[src/rtl/cpu_control_fsm_if.sv]
// Control/bus bundle between the instruction sequencer, its instruction memory
// and the alu_and_reg datapath. master = sequencer side, slave = memory/datapath side.
interface cpu_control_fsm_if #(
    parameter int PC_W = 16
);
    logic            run;
    logic [PC_W-1:0] imem_addr;
    logic [15:0]     imem_data;
    logic [4:0]      flags;
    logic [7:0]      aluOp;
    logic [4:0]      RegEn;
    logic [4:0]      BufEnA;
    logic [4:0]      BufEnB;
    logic [15:0]     imm;
    logic            immEn;
    logic            cin;
    logic            halted;
    logic [PC_W-1:0] pc;

    modport master (
        input  run, imem_data, flags,
        output imem_addr, aluOp, RegEn, BufEnA, BufEnB, imm, immEn, cin, halted, pc
    );

    modport slave (
        output run, imem_data, flags,
        input  imem_addr, aluOp, RegEn, BufEnA, BufEnB, imm, immEn, cin, halted, pc
    );
endinterface

[src/rtl/cpu_control_fsm.sv]
// Three-cycle FETCH/DECODE/EXEC sequencer that decodes 16-bit instructions into
// alu_and_reg control inputs and resolves conditional branches on latched flags.
module cpu_control_fsm #(
    parameter int              PC_W     = 16,
    parameter logic [PC_W-1:0] RESET_PC = '0
) (
    input  logic                clk,
    input  logic                reset,
    cpu_control_fsm_if.master   bus
);
    localparam logic [2:0] S_IDLE   = 3'd0;
    localparam logic [2:0] S_FETCH  = 3'd1;
    localparam logic [2:0] S_DECODE = 3'd2;
    localparam logic [2:0] S_EXEC   = 3'd3;
    localparam logic [2:0] S_HALT   = 3'd4;

    localparam logic [4:0]      NO_REG = 5'd16;
    localparam logic [PC_W-1:0] PC_ONE = {{(PC_W-1){1'b0}}, 1'b1};

    logic [2:0]      state;
    logic [PC_W-1:0] pc_q;
    logic [15:0]     ir;
    logic [4:0]      flag_q;

    logic [3:0]      op, rd, ext, rs;
    logic [15:0]     imm_zext, imm_sext;
    logic [PC_W-1:0] disp;
    logic            sets_flags;
    logic            cond_ok;
    logic            flags_unused;

    assign op       = ir[15:12];
    assign rd       = ir[11:8];
    assign ext      = ir[7:4];
    assign rs       = ir[3:0];
    assign imm_zext = {8'h00, ir[7:0]};
    assign imm_sext = {{8{ir[7]}}, ir[7:0]};
    assign disp     = {{(PC_W-8){ir[7]}}, ir[7:0]};

    // L and F are latched for completeness but no branch condition reads them.
    assign flags_unused = ^flag_q[2:1];

    assign sets_flags = (op == 4'h0 && (ext == 4'h5 || ext == 4'h9 || ext == 4'hB)) ||
                        op == 4'h5 || op == 4'h9 || op == 4'hB;

    always_comb begin
        case (rd)
            4'h0:    cond_ok = flag_q[3];
            4'h1:    cond_ok = !flag_q[3];
            4'h2:    cond_ok = flag_q[0];
            4'h3:    cond_ok = !flag_q[0];
            4'h4:    cond_ok = flag_q[4];
            4'h5:    cond_ok = !flag_q[4];
            4'hE:    cond_ok = 1'b1;
            default: cond_ok = 1'b0;
        endcase
    end

    // NOTE: every output gets its idle value first, so no path through the case leaves a latch.
    always_comb begin
        bus.aluOp  = 8'h00;
        bus.RegEn  = NO_REG;
        bus.BufEnA = NO_REG;
        bus.BufEnB = NO_REG;
        bus.imm    = 16'h0000;
        bus.immEn  = 1'b0;
        if (state == S_EXEC) begin
            case (op)
                4'h0: begin
                    case (ext)
                        4'h1, 4'h2, 4'h3, 4'h5, 4'h9: begin
                            bus.aluOp  = {4'h0, ext};
                            bus.RegEn  = {1'b0, rd};
                            bus.BufEnA = {1'b0, rd};
                            bus.BufEnB = {1'b0, rs};
                        end
                        4'hB: begin
                            bus.aluOp  = 8'h09;
                            bus.BufEnA = {1'b0, rd};
                            bus.BufEnB = {1'b0, rs};
                        end
                        4'hD: begin
                            bus.aluOp  = 8'h02;
                            bus.RegEn  = {1'b0, rd};
                            bus.BufEnA = {1'b0, rs};
                            bus.BufEnB = {1'b0, rs};
                        end
                        default: ;
                    endcase
                end
                4'h1, 4'h2, 4'h3: begin
                    bus.aluOp  = {4'h0, op};
                    bus.RegEn  = {1'b0, rd};
                    bus.BufEnA = {1'b0, rd};
                    bus.imm    = imm_zext;
                    bus.immEn  = 1'b1;
                end
                4'h5, 4'h9: begin
                    bus.aluOp  = {4'h0, op};
                    bus.RegEn  = {1'b0, rd};
                    bus.BufEnA = {1'b0, rd};
                    bus.imm    = imm_sext;
                    bus.immEn  = 1'b1;
                end
                4'hB: begin
                    bus.aluOp  = 8'h09;
                    bus.BufEnA = {1'b0, rd};
                    bus.imm    = imm_sext;
                    bus.immEn  = 1'b1;
                end
                4'hD: begin
                    bus.aluOp  = 8'h05;
                    bus.RegEn  = {1'b0, rd};
                    bus.imm    = imm_sext;
                    bus.immEn  = 1'b1;
                end
                default: ;
            endcase
        end
    end

    always_ff @(posedge clk or posedge reset) begin
        if (reset) begin
            state  <= S_IDLE;
            pc_q   <= RESET_PC;
            ir     <= 16'h0000;
            flag_q <= 5'b00000;
        end else begin
            case (state)
                S_IDLE:   if (bus.run) state <= S_FETCH;
                S_FETCH:  state <= S_DECODE;
                S_DECODE: begin
                    ir    <= bus.imem_data;
                    state <= S_EXEC;
                end
                S_EXEC: begin
                    if (op == 4'hF) begin
                        state <= S_HALT;
                    end else begin
                        // Branches test the flags latched by an earlier instruction, never the live bus.
                        if (op == 4'hC && cond_ok) pc_q <= pc_q + disp;
                        else                       pc_q <= pc_q + PC_ONE;
                        if (sets_flags) flag_q <= bus.flags;
                        state <= bus.run ? S_FETCH : S_IDLE;
                    end
                end
                S_HALT:   state <= S_HALT;
                default:  state <= S_IDLE;
            endcase
        end
    end

    assign bus.imem_addr = pc_q;
    assign bus.pc        = pc_q;
    assign bus.cin       = 1'b0;
    assign bus.halted    = (state == S_HALT);
endmodule

[src/flat_wrapper.sv]
// flat-port wrapper written by rule: the top's interface ports become plain ports
module cpu_control_fsm_flat 
#(
    parameter int              PC_W     = 16,
    parameter logic [PC_W-1:0] RESET_PC = '0
)
  (clk, reset, bus_run, bus_imem_data, bus_flags, bus_imem_addr, bus_aluOp, bus_RegEn, bus_BufEnA, bus_BufEnB, bus_imm, bus_immEn, bus_cin, bus_halted, bus_pc);
  cpu_control_fsm_if #(.PC_W(PC_W)) bus_i ();
  input  logic clk;
  input  logic reset;
  input wire logic [$bits(bus_i.run)-1:0] bus_run;
  input wire logic [$bits(bus_i.imem_data)-1:0] bus_imem_data;
  input wire logic [$bits(bus_i.flags)-1:0] bus_flags;
  output wire logic [$bits(bus_i.imem_addr)-1:0] bus_imem_addr;
  output wire logic [$bits(bus_i.aluOp)-1:0] bus_aluOp;
  output wire logic [$bits(bus_i.RegEn)-1:0] bus_RegEn;
  output wire logic [$bits(bus_i.BufEnA)-1:0] bus_BufEnA;
  output wire logic [$bits(bus_i.BufEnB)-1:0] bus_BufEnB;
  output wire logic [$bits(bus_i.imm)-1:0] bus_imm;
  output wire logic [$bits(bus_i.immEn)-1:0] bus_immEn;
  output wire logic [$bits(bus_i.cin)-1:0] bus_cin;
  output wire logic [$bits(bus_i.halted)-1:0] bus_halted;
  output wire logic [$bits(bus_i.pc)-1:0] bus_pc;
  assign bus_i.run = bus_run;
  assign bus_i.imem_data = bus_imem_data;
  assign bus_i.flags = bus_flags;
  assign bus_imem_addr = bus_i.imem_addr;
  assign bus_aluOp = bus_i.aluOp;
  assign bus_RegEn = bus_i.RegEn;
  assign bus_BufEnA = bus_i.BufEnA;
  assign bus_BufEnB = bus_i.BufEnB;
  assign bus_imm = bus_i.imm;
  assign bus_immEn = bus_i.immEn;
  assign bus_cin = bus_i.cin;
  assign bus_halted = bus_i.halted;
  assign bus_pc = bus_i.pc;
  cpu_control_fsm #(.PC_W(PC_W), .RESET_PC(RESET_PC)) u_core (.clk(clk), .reset(reset), .bus(bus_i));
endmodule
[config.mk]
export PLATFORM = sky130hd
export DESIGN_NAME = cpu_control_fsm_flat
export DESIGN_NICKNAME = d
export VERILOG_FILES = /design/src/rtl/cpu_control_fsm_if.sv /design/src/rtl/cpu_control_fsm.sv /design/src/flat_wrapper.sv
export SDC_FILE = /design/constraint.sdc
export NUM_CORES = 1
export LEC_CHECK = 0
export ABC_CLOCK_PERIOD_IN_PS = 5320
export BUFFER_PORTS_ARGS = -buffer_cell sky130_fd_sc_hd__buf_2
export CORE_AREA = 4 4 80 82
export CTS_CLUSTER_DIAMETER = 100
export CTS_CLUSTER_SIZE = 10
export DETAILED_ROUTE_END_ITERATION = 12
export DIE_AREA = 0 0 84 86
export PLACE_DENSITY = 0.93
export SLEW_MARGIN = 40
export SYNTH_ARGS = -nofsm -noshare
export SYNTH_HDL_FRONTEND = slang
export SYNTH_SLANG_ARGS = --single-unit
[constraint.sdc]
create_clock -name clk -period 5.32 [get_ports clk]
set_input_delay 0.798 -clock clk [delete_from_list [all_inputs] [get_ports clk]]
set_output_delay 0.798 -clock clk [all_outputs]
set_load 0.03 [all_outputs]
## After elaboration in Yosys (flattened, before gate mapping)

Cells that the tools add are included.

- Register bits after elaboration: 40
- Latch bits: 0
- Bits in writable memories: 0
- Memory bits (read-only): 0
- Bits of input ports: 24
- Output and inout bits: 74
- Word-level logic and storage cells: 81
- Memories kept: 0

- Add/sub/neg operators: 2
- Multipliers: 0
- Div/mod/pow operators: 0
- $lt $le $gt $ge: 0
- Equality and inequality tests: 27
- Shift operators: 0
- Mux-type cells: 22
- Bitwise operators: 1
- Reductions and logical operators: 25

Operators with widths:

| cell | number |
|---|---|
| 4-bit == test (second input constant) | 9 |
| 16-bit 2-to-1 mux | 2 |
| 16-bit one-hot mux with 2 select lines | 1 |
| 8-bit one-hot mux with 4 select lines | 1 |
| 5-bit 2-to-1 mux | 6 |
| 5-bit one-hot mux with 2 select lines | 3 |
| 4-bit by 2-bit == test with 1-bit output (second input constant) | 6 |
| 6-bit OR reduction | 4 |
| 16-bit by 1-bit adder with 16-bit output (second input constant) | 1 |
| 16-bit adder | 1 |
| 4-bit by 3-bit == test with 1-bit output (second input constant) | 4 |
| 3-bit one-hot mux with 5 select lines | 1 |
| 7-bit OR reduction | 2 |
| 4-bit by 1-bit == test with 1-bit output (second input constant) | 3 |
| 4-bit one-hot mux with 3 select lines | 1 |
| 5-bit OR reduction | 2 |
| 4-bit logical NOT | 2 |
| 8-bit 2-to-1 mux | 1 |
| 1-bit one-hot mux with 7 select lines | 1 |
| 3-bit by 2-bit == test with 1-bit output (second input constant) | 2 |
| 3-bit 2-to-1 mux | 2 |
| 1-bit logical OR | 5 |
| 4-bit OR reduction | 1 |
| 3-bit by 1-bit == test with 1-bit output (second input constant) | 1 |
| other kinds (10) | 15 |

## Logic depth before layout (Yosys ltp)

- Depth in word-level cells: 8
- Depth in mapped cells: 14
- Gate-level depth less buffers: 13

## Least setup slack after synthesis

No wires, ideal clock.

- Kind: reg2out
- From: reg u_core.state[2]
- To: out bus_imm[10]
- Data arrival time: 2.201 ns
- Data required time: 4.522 ns
- Slack: 2.321 ns
- Cell stages (with the launch flop): 5
- Buffers on the path: 2
- Path through: dfrtp_1 nand3b_1 clkbuf_1 nor3_1 buf_4

- Longest elaborated chain between the ends: 2

Ends and longest elaborated chain:

| item | RTL line | source |
|---|---|---|
| start, declared | cpu_control_fsm.sv:20 | `logic [2:0] state;` |
| start signal, assigned | cpu_control_fsm.sv:144 | `state <= bus.run ? S_FETCH : S_IDLE;` |
| 3-bit by 2-bit == test with 1-bit output | cpu_control_fsm.sv:67 | `if (state == S_EXEC) begin` |
| 16-bit 2-to-1 mux | cpu_control_fsm.sv:67 |  |
| end, declared | flat_wrapper.sv:19 | `output wire logic [$bits(bus_i.imm)-1:0] bus_imm;` |

Every way passes these cells.

## Worst setup path in the final report

- From: reg u_core.ir[12]
- To: reg u_core.pc_q[6] (netlist: u_core.bus.imem_addr[6])

- Longest elaborated chain between the ends: 3
- Elaborated cells between the ends (all ways): 6
- Classes of those cells: eq/ne (2); mux (1); bitwise (1); reduce/logical (2)

Ends and longest elaborated chain:

| item | RTL line | source |
|---|---|---|
| start, declared | cpu_control_fsm.sv:22 | `logic [15:0] ir;` |
| start signal, assigned | cpu_control_fsm.sv:133 | `ir <= bus.imem_data;` |
| 4-bit == test (on tied branches) | cpu_control_fsm.sv:141, cpu_control_fsm.sv:137 |  |
| 1-bit logical AND / 1-bit NOT (equally long branches) | -- |  |
| 16-bit 2-to-1 mux / 2-bit AND reduction (equally long branches) | -- |  |
| end signal, assigned | cpu_control_fsm.sv:141 | `if (op == 4'hC && cond_ok) pc_q <= pc_q + disp;` |
| end signal, assigned | cpu_control_fsm.sv:142 | `else pc_q <= pc_q + PC_ONE;` |
| end, declared | cpu_control_fsm.sv:21 | `logic [PC_W-1:0] pc_q;` |

Several ways; a longest one is shown, not always the timed one.
A chain may end at the register's enable or synchronous reset.

==> out/results.tsv <==
stage	metric	value	unit
outcome	status	complete, no violations	
worst_setup_path	cp_top_family	compound AO/OA/AOI/OAI gates	
worst_setup_path	crit_arrival	3.63	ns
detailed_routing	wirelength	7592	um
global_routing	grt_use_total	21.12	%
worst_setup_path	critPathKind	reg -> reg	
worst_setup_path	slowest_delay	0.54	ns
worst_setup_path	r2r_start	u_core.ir[12]	
layout	nets	462	
detailed_routing	drt_first_iter_violations	201	
power_and_ir_drop	power_density	568.6	nW/um2
detailed_routing	vias_per_cell	5.825	
worst_setup_path	path_buf_inv	0	
timing	slew_violations	0	
min_path	hp-class	reg -> reg	
worst_setup_path	crit_path_top_delay_cell	dfrtp_1	
power_and_ir_drop	intPower	0.9593	mW
floorplanning	io_pins	98	
floorplanning	die_x	84	um
worst_setup_path	endpoint_kind	flop	
synth	syn_area	3124	um2
cts	clockBufferDepth	2	
synth	synthTopCellsByArea	dfrtp_1 30%, buf_4 7.0%, ha_1 6.0%	
cts	cts_tree	done	
min_path	hp-start	u_core.state[2]	
cts	cts_hold_buf	0	
floorplanning	initial_core_util	54.38	%
power_and_ir_drop	total_power	2.005	mW
flow_run	cap_violations	0	
global_routing	grt_overflow	0	
cts	post_cts_resized	0	
synth	synth_top_area_cell	dfrtp_1	
cts	worstSkewPairLatency	0.30	ns
worst_setup_path	worst_setup_path_start_kind	flop	
place	place_ws	1.930	ns
layout	syn_to_final_growth	12.90	%
worst_setup_path	path_max_fanout	13	
worst_setup_path	rr_endpoint	u_core.bus.imem_addr[6]	
global_routing	grt_max_degree	39	
synth	ys.flop_type	dfrtp_1	
global_routing	grt_pass1_wl	12560	um
floorplanning	die_h	86	um
power_and_ir_drop	p_switching	1.046	mW
synth	synth_top_area_share	30.44	%
cts	post_cts_buffers	0	
power_and_ir_drop	p_seq_share	30.8	%
timing	max_freq	290.7	MHz
timing	rsz0062_at_grt	no	
timing	fin_setup_tns	0	ns
detailed_routing	vias	2901	
detailed_routing	routedWlPerCell	15.24	um
synth	yosysMostFrequentCell	nand2_1	
timing	fin_crit_sh	64.67	%
timing	fin_hold_ws	0.5132	ns
power_and_ir_drop	switching_share	52.17	%
layout	n_antenna_cell	0	
floorplanning	dieArea	7224	um2
worst_setup_path	critical_path_depth	11	
place	hpwlAfterDp	5675	um
layout	drive_gt1_share	30.73	%
synth	async_reset_ff_share	100.0	%
place	dp.cells	490	
timing	setup_viol	0	
synth	ys_seq_area_share	30.44	%
cts	htree_levels	2	
synth	ys_seq_elements	38	
detailed_routing	drc_errors	0	
worst_setup_path	required	5.51	ns
global_routing	grt_pass1_vias	2729	
synth	synth_edf_count	0	
detailed_routing	dr.pass1.iters	5	
worst_setup_path	cp_cell_sequence	nor2_4, o2111ai_2, a21oi_1, nand2_1, fa_1, nor2b_1, o21ai_0, a21boi_0, o21a_1, nor3_1, o31ai_1	
cts	cts_inserted_buffers	5	
synth	netlist-cell-type-count	62	
cts	cts_sinks	38	
synth	syn_avg_cell_area	8.583	um2
floorplanning	row_count	28	
global_routing	antenna_found_initial	0	
min_path	whs_endpoint	u_core.state[1]	
power_and_ir_drop	clkPwrFrac	12.0	%
cts	path_clk_slew	0.08	ns
timing	fin_skew	0.005640	ns
place	place_area	3417	um2
layout	stdcell_count	498	
layout	finalInstanceArea	3527	um2
power_and_ir_drop	combPwrFrac	57.2	%
worst_setup_path	r2r_setup_slack	1.88	ns
power_and_ir_drop	max-vdd-ir-drop	0.4210	mV
worst_setup_path	reg2reg_depth	11	
timing	slew_headroom	47.80	%
timing	worstMarginPinSlew	0.7814	ns
detailed_routing	ant_nets	0	
place	io_buffers	90	
synth	synth_commonest_cells	43 x nand2_1, 38 x dfrtp_1, 29 x buf_4	
place	gp_congestion	0.8875	
cts	cts_root_buf	clkbuf_8	
min_path	whs_path_depth	1	
timing	hold_viol_final	0	
timing	min_period	3.440	ns
floorplanning	core	5746	um2
power_and_ir_drop	p_leak	1.793	nW
layout	fin_util	61.39	%
synth	ys.warnings.count	0	
timing	layout_setup_ws	1.880	ns
synth	syn-instance-count	364	
worst register-to-register path: stages, from the launching register on:
cell       delay (ns)
dfrtp_1          0.54
nor2_4           0.21
o2111ai_2        0.16
a21oi_1          0.48
nand2_1          0.19
fa_1             0.45
nor2b_1          0.12
o21ai_0          0.12
a21boi_0         0.53
o21a_1           0.21
nor3_1           0.05
o31ai_1          0.27
power groups by stage:
stage | registers, mW | logic, mW | clock network [mW]
final | 0.618 | 1.15 | 0.240
after global routing | 0.643 | 1.25 | 0.250
after CTS | 0.614 | 1.15 | 0.243
after detailed placement | 0.618 | 1.14 | 0
after global placement | 0.611 | 1.11 | 0
after floorplan | 0.593 | 0.937 | 0
flip-flops by register name (all words and copies together), names as in the netlist:
name and cells:
u_core.bus.imem_addr 16, u_core.ir 16, u_core.flag_q 3, u_core.state 3
cell usage in the layout (no fill, tap or decap), types with 7 or more instances in the layout:
| cell type | synthesis | layout |
|---|---|---|
| buf_2 | 3 | 90 |
| nand2_1 | 43 | 43 |
| dfrtp_1 | 38 | 38 |
| o21ai_0 | 22 | 22 |
| and2_1 | 21 | 21 |
| a21oi_1 | 20 | 20 |
| nor2_1 | 19 | 19 |
| mux2_2 | 16 | 16 |
| ha_1 | 15 | 15 |
| inv_1 | 12 | 12 |
| nand3_1 | 9 | 9 |
| nand4_1 | 8 | 8 |
| nor3_1 | 8 | 8 |
| clkbuf_8 | 0 | 8 |
| a21o_1 | 7 | 7 |
worst max path at each step:
stage | from | endpoint | slack (ns)
after floorplan | u_core.state[2] | bus_imm[10] | 2.32
after global placement | u_core.ir[9] | u_core.bus.imem_addr[8] | 2.08
after detailed placement | u_core.ir[9] | u_core.bus.imem_addr[6] | 1.93
after CTS | u_core.ir[12] | u_core.bus.imem_addr[6] | 1.91
after global routing | u_core.ir[12] | u_core.bus.imem_addr[8] | 1.57
final | u_core.ir[12] | u_core.bus.imem_addr[6] | 1.88
logic make-up (layout without fill, tap and decap cells):
group                    Yosys count  after routing  share of synthesized area, %
AO/OA/AOI/OAI                     88             88                         20.26
XOR/XNOR                           7              7                         1.962
adder cells (fa/ha/maj)           16             16                         6.648
buffers and inverters             58            113                         10.85
flip-flops                        38             38                         30.44
multiplexers                      18             18                         6.568
other                              1              5                        0.1200
AND/OR/NAND/NOR                  138            138                         23.15
metal layers:
layer | wire length [um] | vias to the layer above | track usage (%)
li1 | - | 1381 | -
met1 | 3154 | 1385 | 26.14
met2 | 3742 | 115 | 35.94
met3 | 523 | 20 | 4.515
met4 | 172 | 0 | 8.626
met5 | 0 | - | 0
final cells by class:
class                           count  area, um2
Sequential cell                    38      950.9
Inverter                           12      45.04
Timing Repair Buffer               93      473.0
Fill cell                         494       2218
Clock buffer                        8      110.1
Tap cell                           75      93.84
Multi-Input combinational cell    272       1854
No activity file was read; power rests on OpenSTA's default activity.
